<file path="src/rtl/id_fetch_queue_pkg.sv">
// Shared types and constants for the IF->ID fetch queue.
package id_fetch_queue_pkg;

  // Canonical RISC-V NOP (addi x0, x0, 0) shown to ID when nothing valid is presented.
  localparam logic [31:0] NOP_INSTR_C = 32'h0000_0013;

  typedef struct packed {
    logic [31:0] pc;
    logic [31:0] instr;
    logic        is_compressed;
  } fetch_entry_t;

endpackage

</file>
<file path="src/rtl/id_fetch_queue_if.sv">
// Handshake bundle between if_stage (producer), the fetch queue and the ID stage
// (consumer). Signal names match the original flat port names.
interface id_fetch_queue_if;
  logic [31:0] pc_if_i;
  logic [31:0] instr_if_i;
  logic        is_compressed_if_i;
  logic        valid_if_i;
  logic        ready_if_o;
  logic        stall_id_i;
  logic        flush_id_i;
  logic [31:0] pc_id_o;
  logic [31:0] instr_id_o;
  logic        is_compressed_id_o;
  logic        valid_id_o;

  // Pipeline side: drives fetch data and ID control, observes queue outputs.
  modport master (
    output pc_if_i, instr_if_i, is_compressed_if_i, valid_if_i, stall_id_i, flush_id_i,
    input  ready_if_o, pc_id_o, instr_id_o, is_compressed_id_o, valid_id_o
  );

  // Queue side.
  modport slave (
    input  pc_if_i, instr_if_i, is_compressed_if_i, valid_if_i, stall_id_i, flush_id_i,
    output ready_if_o, pc_id_o, instr_id_o, is_compressed_id_o, valid_id_o
  );
endinterface

</file>
<file path="src/rtl/id_fetch_queue.sv">
// IF->ID decoupling queue: circular buffer of fetch entries with back-pressure,
// stall/flush handling and optional same-cycle fall-through on an empty queue.
module id_fetch_queue
  import id_fetch_queue_pkg::*;
#(
  parameter int unsigned DEPTH        = 2,
  parameter bit          FALL_THROUGH = 1'b0,
  parameter logic [31:0] NOP_INSTR    = NOP_INSTR_C
) (
  input  logic                         clk_i,
  input  logic                         rst_n_i,
  id_fetch_queue_if.slave              fq,
  output logic [$clog2(DEPTH+1)-1:0]   count_o,
  output logic                         full_o,
  output logic                         empty_o
);

  localparam int unsigned CW = $clog2(DEPTH + 1);
  localparam int unsigned PW = (DEPTH > 1) ? $clog2(DEPTH) : 1;

  fetch_entry_t  mem [DEPTH];
  logic [PW-1:0] rd_ptr, wr_ptr;
  logic [CW-1:0] count;
  logic [31:0]   pc_q;

  fetch_entry_t  in_e, pres_e;
  logic          full, empty, ft_sel, valid_pres;
  logic          push, pop, wr_en, rd_adv;

  // Explicit wrap so non-power-of-two depths work.
  function automatic logic [PW-1:0] ptr_inc(input logic [PW-1:0] p);
    return (p == PW'(DEPTH - 1)) ? '0 : p + PW'(1);
  endfunction

  // Handshake decode and selection of the entry presented to ID.
  always_comb begin
    full       = (count == CW'(DEPTH));
    empty      = (count == '0);
    in_e       = '{pc: fq.pc_if_i, instr: fq.instr_if_i, is_compressed: fq.is_compressed_if_i};
    ft_sel     = FALL_THROUGH && empty && fq.valid_if_i;
    valid_pres = (!empty || ft_sel) && !(FALL_THROUGH && fq.flush_id_i);
    pres_e     = empty ? in_e : mem[rd_ptr];
    push       = fq.valid_if_i && !full && !fq.flush_id_i;
    pop        = valid_pres && !fq.stall_id_i && !fq.flush_id_i;
    // A fall-through entry consumed in its arrival cycle never touches storage.
    wr_en      = push && !(ft_sel && pop);
    rd_adv     = pop && !empty;
  end

  assign fq.ready_if_o         = !full;
  assign fq.valid_id_o         = valid_pres;
  assign fq.pc_id_o            = valid_pres ? pres_e.pc : pc_q;
  assign fq.instr_id_o         = valid_pres ? pres_e.instr : NOP_INSTR;
  assign fq.is_compressed_id_o = valid_pres && pres_e.is_compressed;
  assign count_o               = count;
  assign full_o                = full;
  assign empty_o               = empty;

  // Pointer/count bookkeeping and last-presented PC; flush wins over everything.
  always_ff @(posedge clk_i or negedge rst_n_i) begin
    if (!rst_n_i) begin
      rd_ptr <= '0;
      wr_ptr <= '0;
      count  <= '0;
      pc_q   <= '0;
    end else begin
      if (valid_pres) pc_q <= pres_e.pc;
      if (fq.flush_id_i) begin
        rd_ptr <= '0;
        wr_ptr <= '0;
        count  <= '0;
      end else begin
        if (wr_en)  wr_ptr <= ptr_inc(wr_ptr);
        if (rd_adv) rd_ptr <= ptr_inc(rd_ptr);
        count <= count + CW'(wr_en) - CW'(rd_adv);
      end
    end
  end

  // Entry storage; validity is tracked solely by count, so no reset needed.
  always_ff @(posedge clk_i) begin
    if (wr_en) mem[wr_ptr] <= in_e;
  end

`ifndef SYNTHESIS
  a_no_push_full: assert property (@(posedge clk_i) disable iff (!rst_n_i) !(push && full));
  a_count_range:  assert property (@(posedge clk_i) disable iff (!rst_n_i) count <= CW'(DEPTH));
  a_valid_src:    assert property (@(posedge clk_i) disable iff (!rst_n_i)
                    fq.valid_id_o |-> ((!empty && fq.instr_id_o == mem[rd_ptr].instr) ||
                                       (ft_sel && fq.instr_id_o == fq.instr_if_i)));
`endif

endmodule

</file>
<file path="src/flat_wrapper.sv">
// flat-port wrapper written by rule: the top's interface ports become plain ports
module id_fetch_queue_flat import id_fetch_queue_pkg::*;
#(
  parameter int unsigned DEPTH        = 2,
  parameter bit          FALL_THROUGH = 1'b0,
  parameter logic [31:0] NOP_INSTR    = NOP_INSTR_C
)
  (clk_i, rst_n_i, count_o, full_o, empty_o, fq_pc_if_i, fq_instr_if_i, fq_is_compressed_if_i, fq_valid_if_i, fq_stall_id_i, fq_flush_id_i, fq_ready_if_o, fq_pc_id_o, fq_instr_id_o, fq_is_compressed_id_o, fq_valid_id_o);
  id_fetch_queue_if fq_i ();
  input  logic clk_i;
  input  logic rst_n_i;
  output logic [$clog2(DEPTH+1)-1:0] count_o;
  output logic full_o;
  output logic empty_o;
  input wire logic [$bits(fq_i.pc_if_i)-1:0] fq_pc_if_i;
  input wire logic [$bits(fq_i.instr_if_i)-1:0] fq_instr_if_i;
  input wire logic [$bits(fq_i.is_compressed_if_i)-1:0] fq_is_compressed_if_i;
  input wire logic [$bits(fq_i.valid_if_i)-1:0] fq_valid_if_i;
  input wire logic [$bits(fq_i.stall_id_i)-1:0] fq_stall_id_i;
  input wire logic [$bits(fq_i.flush_id_i)-1:0] fq_flush_id_i;
  output wire logic [$bits(fq_i.ready_if_o)-1:0] fq_ready_if_o;
  output wire logic [$bits(fq_i.pc_id_o)-1:0] fq_pc_id_o;
  output wire logic [$bits(fq_i.instr_id_o)-1:0] fq_instr_id_o;
  output wire logic [$bits(fq_i.is_compressed_id_o)-1:0] fq_is_compressed_id_o;
  output wire logic [$bits(fq_i.valid_id_o)-1:0] fq_valid_id_o;
  assign fq_i.pc_if_i = fq_pc_if_i;
  assign fq_i.instr_if_i = fq_instr_if_i;
  assign fq_i.is_compressed_if_i = fq_is_compressed_if_i;
  assign fq_i.valid_if_i = fq_valid_if_i;
  assign fq_i.stall_id_i = fq_stall_id_i;
  assign fq_i.flush_id_i = fq_flush_id_i;
  assign fq_ready_if_o = fq_i.ready_if_o;
  assign fq_pc_id_o = fq_i.pc_id_o;
  assign fq_instr_id_o = fq_i.instr_id_o;
  assign fq_is_compressed_id_o = fq_i.is_compressed_id_o;
  assign fq_valid_id_o = fq_i.valid_id_o;
  id_fetch_queue #(.DEPTH(DEPTH), .FALL_THROUGH(FALL_THROUGH), .NOP_INSTR(NOP_INSTR)) u_core (.clk_i(clk_i), .rst_n_i(rst_n_i), .fq(fq_i), .count_o(count_o), .full_o(full_o), .empty_o(empty_o));
endmodule
</file>
<file path="config.mk">
export PLATFORM = sky130hd
export DESIGN_NAME = id_fetch_queue_flat
export DESIGN_NICKNAME = d
export VERILOG_FILES = /design/src/rtl/id_fetch_queue_pkg.sv /design/src/rtl/id_fetch_queue_if.sv /design/src/rtl/id_fetch_queue.sv /design/src/flat_wrapper.sv
export SDC_FILE = /design/constraint.sdc
export NUM_CORES = 1
export LEC_CHECK = 0
export ABC_AREA = 1
export CORE_ASPECT_RATIO = 0.9
export CORE_MARGIN = 4
export CORE_UTILIZATION = 45
export CTS_CLUSTER_SIZE = 12
export DETAILED_ROUTE_END_ITERATION = 8
export PLACE_DENSITY = 0.74
export SLEW_MARGIN = 30
export SYNTH_ARGS = -nofsm -noshare
export SYNTH_HDL_FRONTEND = slang
export SYNTH_SLANG_ARGS = --single-unit
</file>
<file path="constraint.sdc">
create_clock -name clk_i -period 5.95 [get_ports clk_i]
set_input_delay 1.19 -clock clk_i [delete_from_list [all_inputs] [get_ports clk_i]]
set_output_delay 1.19 -clock clk_i [all_outputs]
set_load 0.1 [all_outputs]
</file>
==> results_tabular.tex <==
\begin{tabular}{lr}
\hline
Metric & Value \\
\hline
\multicolumn{2}{l}{\textbf{Global route}} \\
\quad GR met2 Demand/Resource & 29.44\% \\
\quad GRT Overall Usage & 17.79\% \\
\quad GR met3 Demand/Resource & 6.780\% \\
\quad GRT Residual Overflow & 0 \\
\quad Pin count of the biggest net entering global routing & 99 \\
\quad Number of antenna violations at the first check in global routing & 0 \\
\quad GR Layer Usage met1 & 21.26\% \\
\quad Peak-usage layer in the global routing report & met2 \\
\quad First-pass GRT wire length & 22.17 mm \\
\quad Via count of the first global-routing pass & 4442 \\
\multicolumn{2}{l}{\textbf{Synth}} \\
\quad Synthesis-stage register bit count & 166 \\
\quad Netlist area before placement & 6327 um\^{}2 \\
\quad Post-Synthesis Cells & 483 \\
\quad Portion of synthesized cell area occupied by the leading cell type & 61.70\% \\
\quad Cell types with the largest area share after synthesis & edfxtp\_1, dfrtp\_1, nand2\_1 \\
\quad Cell type with the highest aggregate area in the netlist & edfxtp\_1 \\
\quad Synthesis warning total & 0 \\
\quad Mean Syn Cell Area & 13.10 um\^{}2 \\
\quad Sequential area share after synthesis & 75.93\% \\
\quad Count of unique library cells instantiated by Yosys & 19 \\
\quad Number of nets produced by synthesis & 555 \\
\multicolumn{2}{l}{\textbf{Worst setup path}} \\
\quad Stage delay of the slowest cell on the critical path & 1170 ps \\
\quad Register-to-register path setup slack & 3940 ps \\
\quad Combined buffer and inverter count along the critical path & 5 \\
\quad Crit path max-delay family & buffers and inverters \\
\quad Endpoint type of the worst setup path & primary output \\
\quad Number of gates on the worst path with buffers counted & 7 \\
\quad Worst r2r path cells & 5 \\
\quad Data required time of the worst path & 4760 ps \\
\quad Crit-path slowest cell & clkdlybuf4s50\_1 \\
\quad Crit-path max FO & 41 \\
\quad Startpoint class of the critical path & flop \\
\quad Most common cell on crit path & buf\_4 \\
\quad Worst Path Arrival & 3570 ps \\
\quad Worst Setup Path Type & reg2out \\
\quad Critical Path, Cell by Cell & inv\_1, nand2\_2, buf\_4, inv\_2, buf\_4, a21oi\_1, clkdlybuf4s50\_1 \\
\multicolumn{2}{l}{\textbf{STA}} \\
\quad Worst Skew & 5.356 ps \\
\quad Hold slack & 471.8 ps \\
\quad Max\_slew headroom & 32.45\% \\
\quad Number of failing hold endpoints at the final stage & 0 \\
\quad Worst-Margin Slew & 1010 ps \\
\quad Max Transition Viols Final & 0 \\
\quad Achievable frequency & 0.2099 GHz \\
\quad Total setup violations reported at the end of the flow & 0 \\
\quad Share of the clock period used by the worst path & 80.07\% \\
\quad RSZ-0062 raised after global routing & no \\
\quad Setup WS post-layout & 1186 ps \\
\quad Post-route setup TNS & 0 ps \\
\quad Time the worst path needs with I/O delays and setup & 4764 ps \\
\multicolumn{2}{l}{\textbf{Layout}} \\
\quad Filler instances & 1030 \\
\quad Final non-filler cell area & 8461 um\^{}2 \\
\quad Post-layout nets & 696 \\
\quad Diodes inserted & 0 \\
\quad Filler-free cell count of the finished design & 826 \\
\quad Post-synthesis to final-layout area growth & 33.72\% \\
\quad Share of the core filled with cells & 62.38\% \\
\quad Proportion of layout cells with a drive suffix above 1 & 8.634\% \\
\multicolumn{2}{l}{\textbf{CTS}} \\
\quad Clk Latency, worst-skew pair & 420 ps \\
\quad Root Driver & clkbuf\_16 \\
\quad Clock transition at the registers of the reported paths & 60 ps \\
\quad Number of resized instances in the post-cts repair step & 0 \\
\quad Post-CTS setup repair buffer count & 0 \\
\quad CTS tree & done \\
\quad Hold buffer count at CTS & 0 \\
\quad CTS buffer count & 17 \\
\quad H-tree Lvls & 4 \\
\quad CTS max path bufs & 2 \\
\quad TritonCTS Sinks & 166 \\
\multicolumn{2}{l}{\textbf{Routing}} \\
\quad DRC violation count after routing & 0 \\
\quad Vias after detailed routing & 4057 \\
\quad Wire length after detailed routing & 13.33 mm \\
\quad Routed length per placed instance & 16.14 um \\
\quad 1st-pass router iterations & 4 \\
\quad Post-detailed-route count of antenna-violating nets & 0 \\
\quad Initial DRC Count & 245 \\
\quad Detailed-route vias per instance & 4.912 \\
\multicolumn{2}{l}{\textbf{Worst hold path}} \\
\quad Type of the tightest min-delay check & reg2reg \\
\quad Number of cells on the worst hold path & 2 \\
\multicolumn{2}{l}{\textbf{Die}} \\
\quad Die boundary height & 120.5 um \\
\quad Die width & 133.0 um \\
\quad Core region area & 13560 um\^{}2 \\
\quad DIE AREA & 16020 um\^{}2 \\
\quad Row count & 40 \\
\quad Starting density of the core & 46.65\% \\
\quad \# IOs & 141 \\
\multicolumn{2}{l}{\textbf{Place}} \\
\quad Placement-stage worst setup slack & 1647 ps \\
\quad Final GP Congestion & 0.8058 \\
\quad Placed instance area & 7858 um\^{}2 \\
\quad Input/output buffers & 140 \\
\quad Cell count after placement & 794 \\
\quad Post-detail-place hpwl & 8.298 mm \\
\multicolumn{2}{l}{\textbf{Power and ir drop}} \\
\quad Total power after layout & 4.670 mW \\
\quad VDD IR-drop max & 0.3231 mV \\
\quad Leakage & 3.370 nW \\
\quad Cell Pwr Density & 552.0 nW/um\^{}2 \\
\multicolumn{2}{l}{\textbf{Status}} \\
\quad Result of the run & complete, no violations \\
\multicolumn{2}{l}{\textbf{Flow run}} \\
\quad Maxcap violations & 0 \\
\hline
\end{tabular}
-- cells by family after synthesis --
kind of cell             synth area share (%)
AND/OR/NAND/NOR                         11.17
flip-flops                              75.93
buffers and inverters                   5.458
AO/OA/AOI/OAI                           7.040
adder cells (fa/ha/maj)                0.3954
-- where the power goes --
group | total [mW] | switching (mW) | internal [mW]
sequential | 1.46 | 0.0430 | 1.42
clock | 1.11 | 0.450 | 0.664
combinational | 2.10 | 1.67 | 0.424
-- per-layer routing --
metal	up-vias	share of wire (%)
met5	-	0
met4	0	1.7
met3	21	8.0
met2	135	49
met1	1973	42
li1	1928	-
-- cells in the final DEF, fill, tap and decap left out --
master           netlist  final
o211ai_1              22     22
clkdlybuf4s50_1        0    137
nand2_2                1      1
buf_6                  6      1
clkinv_2               0      1
clkbuf_2               0      1
clkinv_4               0      2
ha_1                   2      2
inv_4                  0      1
nor3_4                 0      1
bufinv_16              0      3
inv_2                  1      1
a21oi_1               31     31
nand2_1              170    170
buf_4                  1      6
edfxtp_1             130    130
nor2_1                 4      4
o211ai_2              10     10
buf_12                 1      1
clkbuf_1               0      1
inv_6                  1      4
dfrtp_1               36     36
clkbuf_16              0     17
inv_1                 42     41
nand3_1                6      6
nand4_1                2      2
clkinvlp_4             0      5
-- state kept, by name, summed over array words and instances (netlist names) --
register,cells
u_core.count_o,2
u_core.mem,130
u_core.pc_q,32
u_core.rd_ptr,1
u_core.wr_ptr,1
-- Yosys cell counts --
cell type / number
nand2_1: 170
edfxtp_1: 130
inv_1: 42
dfrtp_1: 36
a21oi_1: 31
o211ai_1: 22
buf_2: 16
o211ai_2: 10
buf_6: 6
nand3_1: 6
nor2_1: 4
ha_1: 2
nand4_1: 2
buf_12: 1
buf_4: 1
inv_2: 1
inv_6: 1
nand2_2: 1
nor3_1: 1
-- area by class of cell --
| type | instances | area, um^2 | area share, % |
|---|---|---|---|
| clock inverter | 14 | 176.4 | 2.085 |
| timing repair buffer | 146 | 1453 | 17.17 |
| tap | 189 | 236.5 | 2.795 |
| sequential | 166 | 4805 | 56.79 |
| clock buffer | 18 | 429.2 | 5.072 |
| inverter | 44 | 172.7 | 2.041 |
| multi-input combinational | 249 | 1189 | 14.05 |
-- worst register-to-register path: cells and delay by family, from the launching register on --
kind | cells | cell delay [ps]
simple gates | 2 | 290
flops | 1 | 360
buf+inv | 3 | 1030
-- path summary, 6_finish.rpt --
| check | endpoint | from |
|---|---|---|
| worst max-delay path | fq_instr_id_o[27] | u_core.count_o[1] |
| worst min-delay path | u_core.pc_q[22] | u_core.pc_q[22] |
| worst max register to register | u_core.mem[0][52] | u_core.count_o[0] |
| worst min register to register | u_core.pc_q[22] | u_core.pc_q[22] |
| max in group asynchronous | u_core.pc_q[23] | rst_n_i |
| min in group asynchronous | u_core.pc_q[7] | rst_n_i |
Note: power is estimated with default switching activity, not from simulation.
